File: config.mk
export PLATFORM = sky130hd
export DESIGN_NAME = dlx_ifetch
export DESIGN_NICKNAME = d
export VERILOG_FILES = /design/src/rtl/dlx_ifetch.sv
export SDC_FILE = /design/constraint.sdc
export NUM_CORES = 1
export LEC_CHECK = 0
export CAP_MARGIN = 40
export CORE_MARGIN = 5
export CORE_UTILIZATION = 30
export CTS_CLUSTER_SIZE = 8
export DETAILED_ROUTE_END_ITERATION = 12
export GPL_TIMING_DRIVEN = 0
export PLACE_DENSITY_LB_ADDON = 0.08
export SETUP_SLACK_MARGIN = 0.4
export SYNTH_ARGS = -nofsm -noshare
export SYNTH_HDL_FRONTEND = slang
export SYNTH_SLANG_ARGS = --single-unit
File: constraint.sdc
create_clock -name clock -period 2.2 [get_ports clock]
set_input_delay 0.44 -clock clock [delete_from_list [all_inputs] [get_ports clock]]
set_output_delay 0.44 -clock clock [all_outputs]
set_load 0.01 [all_outputs]
File: src/rtl/dlx_ifetch.sv
`default_nettype none
// ============================================================================
// Module   : dlx_ifetch
// Purpose  : Instruction-fetch controller for the non-pipelined DLX. Holds the
//            PC, reads one instruction word per request from instruction
//            memory, presents it to the IR with a one-cycle IRload strobe and
//            reports timeout / misaligned-PC errors.
// Revision : 1.0 - initial release
// ============================================================================
module dlx_ifetch #(
  parameter logic [31:0] RESET_PC = 32'h0000_0000,
  parameter int          MAX_WAIT = 15
) (
  input  logic        clock,
  input  logic        reset,
  input  logic        fetch_req,
  input  logic        pc_load,
  input  logic [31:0] pc_in,
  output logic [31:0] mem_addr,
  output logic        mem_rd,
  input  logic        mem_ready,
  input  logic [31:0] mem_rdata,
  output logic [31:0] data_bus,
  output logic        IRload,
  output logic [31:0] pc,
  output logic [31:0] npc,
  output logic        fetch_done,
  output logic        fetch_err,
  output logic [1:0]  err_code
);

  localparam logic [1:0] ST_IDLE = 2'd0;
  localparam logic [1:0] ST_REQ  = 2'd1;
  localparam logic [1:0] ST_LOAD = 2'd2;
  localparam logic [1:0] ST_ERR  = 2'd3;

  localparam logic [1:0] ERR_NONE     = 2'b00;
  localparam logic [1:0] ERR_TIMEOUT  = 2'b01;
  localparam logic [1:0] ERR_MISALIGN = 2'b10;

  // Wait counter is 8 bits wide, enough for the full 1..255 range of MAX_WAIT.
  localparam logic [7:0] WAIT_LIMIT = 8'(MAX_WAIT);

  logic [1:0]  state;
  logic [1:0]  state_nxt;
  logic [7:0]  wait_cnt;
  logic [31:0] ir_word;
  logic        misaligned;
  logic        wait_expired;

  assign misaligned   = (pc[1:0] != 2'b00);
  assign wait_expired = (wait_cnt == WAIT_LIMIT);
  assign npc          = pc + 32'd4;

  // State register; reset aborts any fetch in progress.
  always_ff @(posedge clock) begin
    if (!reset) begin
      state <= ST_IDLE;
    end else begin
      state <= state_nxt;
    end
  end

  // Next-state logic; pc_load wins over fetch_req in IDLE.
  always_comb begin
    state_nxt = state;
    case (state)
      ST_IDLE: begin
        if (pc_load) begin
          state_nxt = ST_IDLE;
        end else if (fetch_req) begin
          state_nxt = misaligned ? ST_ERR : ST_REQ;
        end
      end
      ST_REQ: begin
        if (mem_ready) begin
          state_nxt = ST_LOAD;
        end else if (wait_expired) begin
          state_nxt = ST_ERR;
        end
      end
      ST_LOAD: state_nxt = ST_IDLE;
      ST_ERR: begin
        if (pc_load) begin
          state_nxt = ST_IDLE;
        end
      end
      default: state_nxt = ST_IDLE;
    endcase
  end

  // Datapath registers: PC, wait counter, captured instruction and error code.
  always_ff @(posedge clock) begin
    if (!reset) begin
      pc       <= RESET_PC;
      wait_cnt <= 8'd0;
      ir_word  <= 32'd0;
      err_code <= ERR_NONE;
    end else begin
      case (state)
        ST_IDLE: begin
          if (pc_load) begin
            pc <= pc_in;
          end else if (fetch_req) begin
            wait_cnt <= 8'd0;
            if (misaligned) begin
              err_code <= ERR_MISALIGN;
            end
          end
        end
        ST_REQ: begin
          if (mem_ready) begin
            ir_word <= mem_rdata;
          end else if (wait_expired) begin
            err_code <= ERR_TIMEOUT;
          end else begin
            wait_cnt <= wait_cnt + 8'd1;
          end
        end
        ST_LOAD: begin
          pc <= pc + 32'd4;
        end
        ST_ERR: begin
          if (pc_load) begin
            pc       <= pc_in;
            err_code <= ERR_NONE;
          end
        end
        default: ;
      endcase
    end
  end

  // Outputs decoded from state only, so mem_ready never reaches IRload directly.
  always_comb begin
    mem_rd     = (state == ST_REQ);
    mem_addr   = (state == ST_REQ) ? pc : 32'd0;
    IRload     = (state == ST_LOAD);
    fetch_done = (state == ST_LOAD);
    data_bus   = (state == ST_LOAD) ? ir_word : 32'd0;
    fetch_err  = (state == ST_ERR);
  end

endmodule
`default_nettype wire
Word-level counts from Yosys, hierarchy flattened
Cells that the tools add are included.
Storage, ports and cells
  output and inout bits: 134
  bits of input ports: 69
  register bits after elaboration: 76
Operators by class
  reductions and logical operators: 11
  eq/ne operators: 14
  add/subtract/negate cells: 2
  muxes and demuxes: 22
Operators with widths (count)
  $mux W32: 3
  $pmux W32 S2: 1
  $add A32 B3 Y32 const B: 1
  $mux W8: 4
  $mux W2: 11
  $pmux W8 S2: 1
  $ne A2 B2 Y1 const B: 6
  $add A8 B1 Y8 const B: 1
  $eq A8 B4 Y1 const B: 1
  $pmux W2 S4: 1
  $reduce_and A7 Y1: 1
  $pmux W2 S3: 1
  $reduce_bool A2 Y1: 3
  $reduce_and A5 Y1: 1
  $eq A2 B2 Y1 const B: 2
  $ne A2 B1 Y1 const B: 2
  $reduce_and A2 Y1: 2
  $ne A3 B1 Y1 const B: 1
  $ne A3 B3 Y1 const B: 1
  $reduce_and A3 Y1: 1
  $reduce_bool A3 Y1: 1
  $eq A2 B1 Y1 const B: 1
  $logic_not A2 Y1: 1
  $reduce_or A2 Y1: 1

Logic depth before layout (Yosys ltp)
  depth after elaboration: 5
  gate-level depth with buffers: 8

Worst setup path before layout
OpenSTA, ideal clock, no wires.
  path kind: register to output
  from: register pc[2]
  to: output port npc[30]
  path buffers: 2
  path slack: -0.193 ns
  cell stages (with the launch flop): 8
  arrival time: 1.953 ns
  cells stage by stage: dfxtp_1 ha_1 nand3_1 or4_4 buf_6 buf_6 nor3_1 xor2_1
Between the ends
  longest elaborated chain between the ends: 1
Ends and longest elaborated chain
  start: declaration: line 25  | output logic [31:0] pc,
  start signal: assignment: line 103  | pc <= pc_in;
  start signal: assignment: line 121  | pc <= pc + 32'd4;
  start signal: assignment: line 125  | pc <= pc_in;
  $add A32 B3 Y32: line 53  | assign npc = pc + 32'd4;
  end: declaration: line 26  | output logic [31:0] npc,
Every way passes these cells.

Worst setup path after layout
  from: register pc[9]
  to: output port npc[18]
Same word-level chain as after synthesis.

==> impl_results.md <==
* Outcome: finished with violations
* Violated checks: negative setup slack
* Router iterations before antenna repair at 6
* Via/cell ratio at 5.38
* Top Metal Used: met4
* RSZ-0062 raised after global routing: yes
* Critical path type: reg -> out
* CTS HTree Levels at 3
* Synthesized flop and latch total at 76
* Final period util at 118%
* Register area share after synthesis at 31.8%
* CP Launch Type: flop
* CP max stage delay at 560 ps
* Sink Count at 76
* Final Hold Viols at 0
* CTS root buffer: clkbuf_16
* Die width at 136 um
* Metal-1 WL at 9500 um
* Total grt overflow at 0
* CORE AREA at 15,800 um2
* Routed Antenna Nets at 0
* Mapped cell area at 4790 um2
* Share of layout cells above drive strength 1 at 54.8%
* CTS tree: yes
* Fin cells at 1,229
* Setup TNS Final at -6810 ps
* Post-synth EDFFs at 0
* Endpoint type of the worst setup path: output pin
* Total number of vias at 6,608
* Final min period at 2590 ps
* IO Count at 203
* Ys flop type: dfxtp_1
* Metal2 WL at 12,100 um
* Area of the multi-input gates at 3960 um2
* CTS Buf Count at 9
* Dpl hpwl at 15,100 um
* Worst-margin pin slew at 832 ps
* Worst EP required at 1760 ps
* Gpl congestion at 0.901
* Die area at 18,600 um2
* Hold Crit Class: reg -> reg
* Rel. slew slack at 44.5%
* Critical path's top delay family: simple AND/OR/NAND/NOR gates
* Nets@finish at 1,083
* Reg clk slew, reported paths at 60 ps
* Vias in the first global route at 6,270
* # diodes at 0
* Clock Skew at 5.76 ps
* Worst skew pair latency at 350 ps
* Wire length on met3 at 2260 um
* Count of pins over their slew limit at 0
* Largest net degree at the start of global routing at 16
* Arr. time, crit path at 2150 ps
* Die height at 136 um
* Gate Count Post-Synth at 637
* Leakage at 4.51 nW
* Pre-CTS WS at -771 ps
* F_max at 0.385 GHz
* FF/Latch Area at 1590 um2
* CP Cell Sequence: buf_6 > nand4_4 > or4_4 > buf_8 > buf_4 > nor2_4 > xnor2_2 > buf_2
* PnR worst setup slack at -394 ps
* Post-synth ARST share at 0%
* FILL cells at 1,280
* Total Routing Usage GR at 24.5%
* Hold buffers post-CTS at 0
* Post-detailed-routing wire length at 24,900 um
* Pwr Density at 716 nW/um2
* Syn Nets at 712
* Netlist cell types at 62
* Initial core utilization at 30.4%
* Initial antenna violation count at 0
* First-pass GRT wire length at 35,200 um
* Synthesized area per cell at 7.52 um2
* CP Max Fanout at 7
* Final Setup Violations at 49
* CP max stage cell: or4_4
* DRC viols at 0
* Row cnt at 46
* Initial DRC Count at 622
* Max IR drop VDD at 0.386 mV
* Port Buffer Count at 201
* Synth warn at 0
* Placed Cells at 1,055
* Crit path buffers/inverters at 4
* MaxCap Viol Count at 0
* Area grow syn2layout at 118%
* DR WL/cell at 20.2 um
* CTS max path bufs at 2
-- path summary, 6_finish.rpt --
kind,start,end,slack [ps],cells past startpoint
setup reg to reg,pc[9],pc[28],-50,10
setup / recovery,pc[9],npc[18],-390,8
hold reg to reg,ir_word[31],ir_word[31],460,2
hold / removal,ir_word[31],ir_word[31],460,2
-- metrics by stage --
stage	hold slack (ps)	util [%]	instance area, um2	power [mW]
detailed placement	442	46.3	7300	4.20
floorplan	432	-	5010	3.02
CTS	452	59.7	9420	6.85
global route	468	66.2	10400	7.75
finish	457	66.2	10400	7.48
global placement	437	46.3	7290	4.17
-- metal layers --
layer  GRT usage [%]  up-vias
met5               0        -
met4            10.8        0
met3            6.85       73
met2            41.4      375
met1            29.0     3154
li1                -     3006
-- report_power, final --
part | switching [mW] | internal [mW] | leakage (nW)
Clock | 0.683 | 0.852 | 0.149
Sequential | 0.208 | 1.58 | 0.635
Combinational | 1.89 | 2.26 | 3.73
-- cell families (layout without fill, tap and decap cells) --
family	count (synthesis)	count (layout)	synth area share [%]
fa+ha+maj	6	6	1.57
compound gates	140	140	18.8
buf+inv	72	448	6.74
simple gates	304	304	33.6
xor+xnor	28	28	5.12
mux	11	11	2.43
flops	76	76	31.8
-- synth_stat cells, types with 2 or more instances --
library cell,n,share of area [%]
or4_4,2,0.47
a22oi_1,2,0.31
nor3b_1,2,0.31
nand2b_1,7,0.91
buf_2,8,0.84
o221ai_1,5,0.91
a31oi_1,7,0.91
dfxtp_1,76,32
a211oi_1,8,1.3
a21o_1,3,0.47
buf_6,4,0.94
a221oi_1,2,0.37
buf_4,3,0.47
a211o_1,2,0.37
mux2i_1,6,1.3
nor3_1,18,1.9
and4_1,5,0.91
nor2b_1,3,0.39
inv_1,10,0.78
a311oi_1,11,2.0
clkbuf_1,44,3.4
xnor2_1,14,2.6
nand3b_1,2,0.31
o311a_1,2,0.42
nor4_1,7,0.91
o211ai_1,2,0.31
a21oi_1,53,5.5
o21ai_0,24,2.5
or4_1,12,1.9
nand4_1,11,1.4
and2_1,62,8.1
xor2_1,14,2.6
nor2_1,29,2.3
nand2_1,97,7.6
mux2_2,5,1.2
or3_1,4,0.52
o2111ai_1,2,0.37
ha_1,6,1.6
o31ai_1,5,0.78
and3_1,13,1.7
nand3_1,24,2.5
-- cell usage in the layout (no fill, tap or decap), types with 21 or more instances in the layout --
master,n
buf_6,117
dfxtp_1,49
and2_4,59
clkdlybuf4s50_1,97
nand2_1,85
a21oi_1,45
buf_8,21
buf_2,38
clkbuf_16,24
buf_4,98
-- layout make-up --
| cell class | count | area share, % |
|---|---|---|
| clock buffers | 10 | 2.40 |
| repair buffers | 360 | 33.5 |
| plain buffers | 60 | 7.29 |
| well taps | 216 | 2.59 |
| inverters | 12 | 0.563 |
| clock inverters | 6 | 0.503 |
| multi-input cells | 489 | 37.9 |
| flip-flops and latches | 76 | 15.2 |
-- registers in the layout (all words and copies together) (netlist names) --
register and count:
pc 32, ir_word 32, state 2, wait_cnt 8
err_code 2
-- worst register-to-register path: cells and delay by family, from the launching register on --
| family | cells | cell delay [ps] |
|---|---|---|
| buffers and inverters | 6 | 800 |
| and+or+nand+nor | 4 | 1070 |
| DFF | 1 | 330 |
-- what timing repair did --
action	in CTS	in global routing
gates cloned	11	1
pin swaps	78	81
setup endpoints to repair	178	172
buffers inserted	102	44
gates resized for setup	707	194
(Power assumes the default switching activity.)
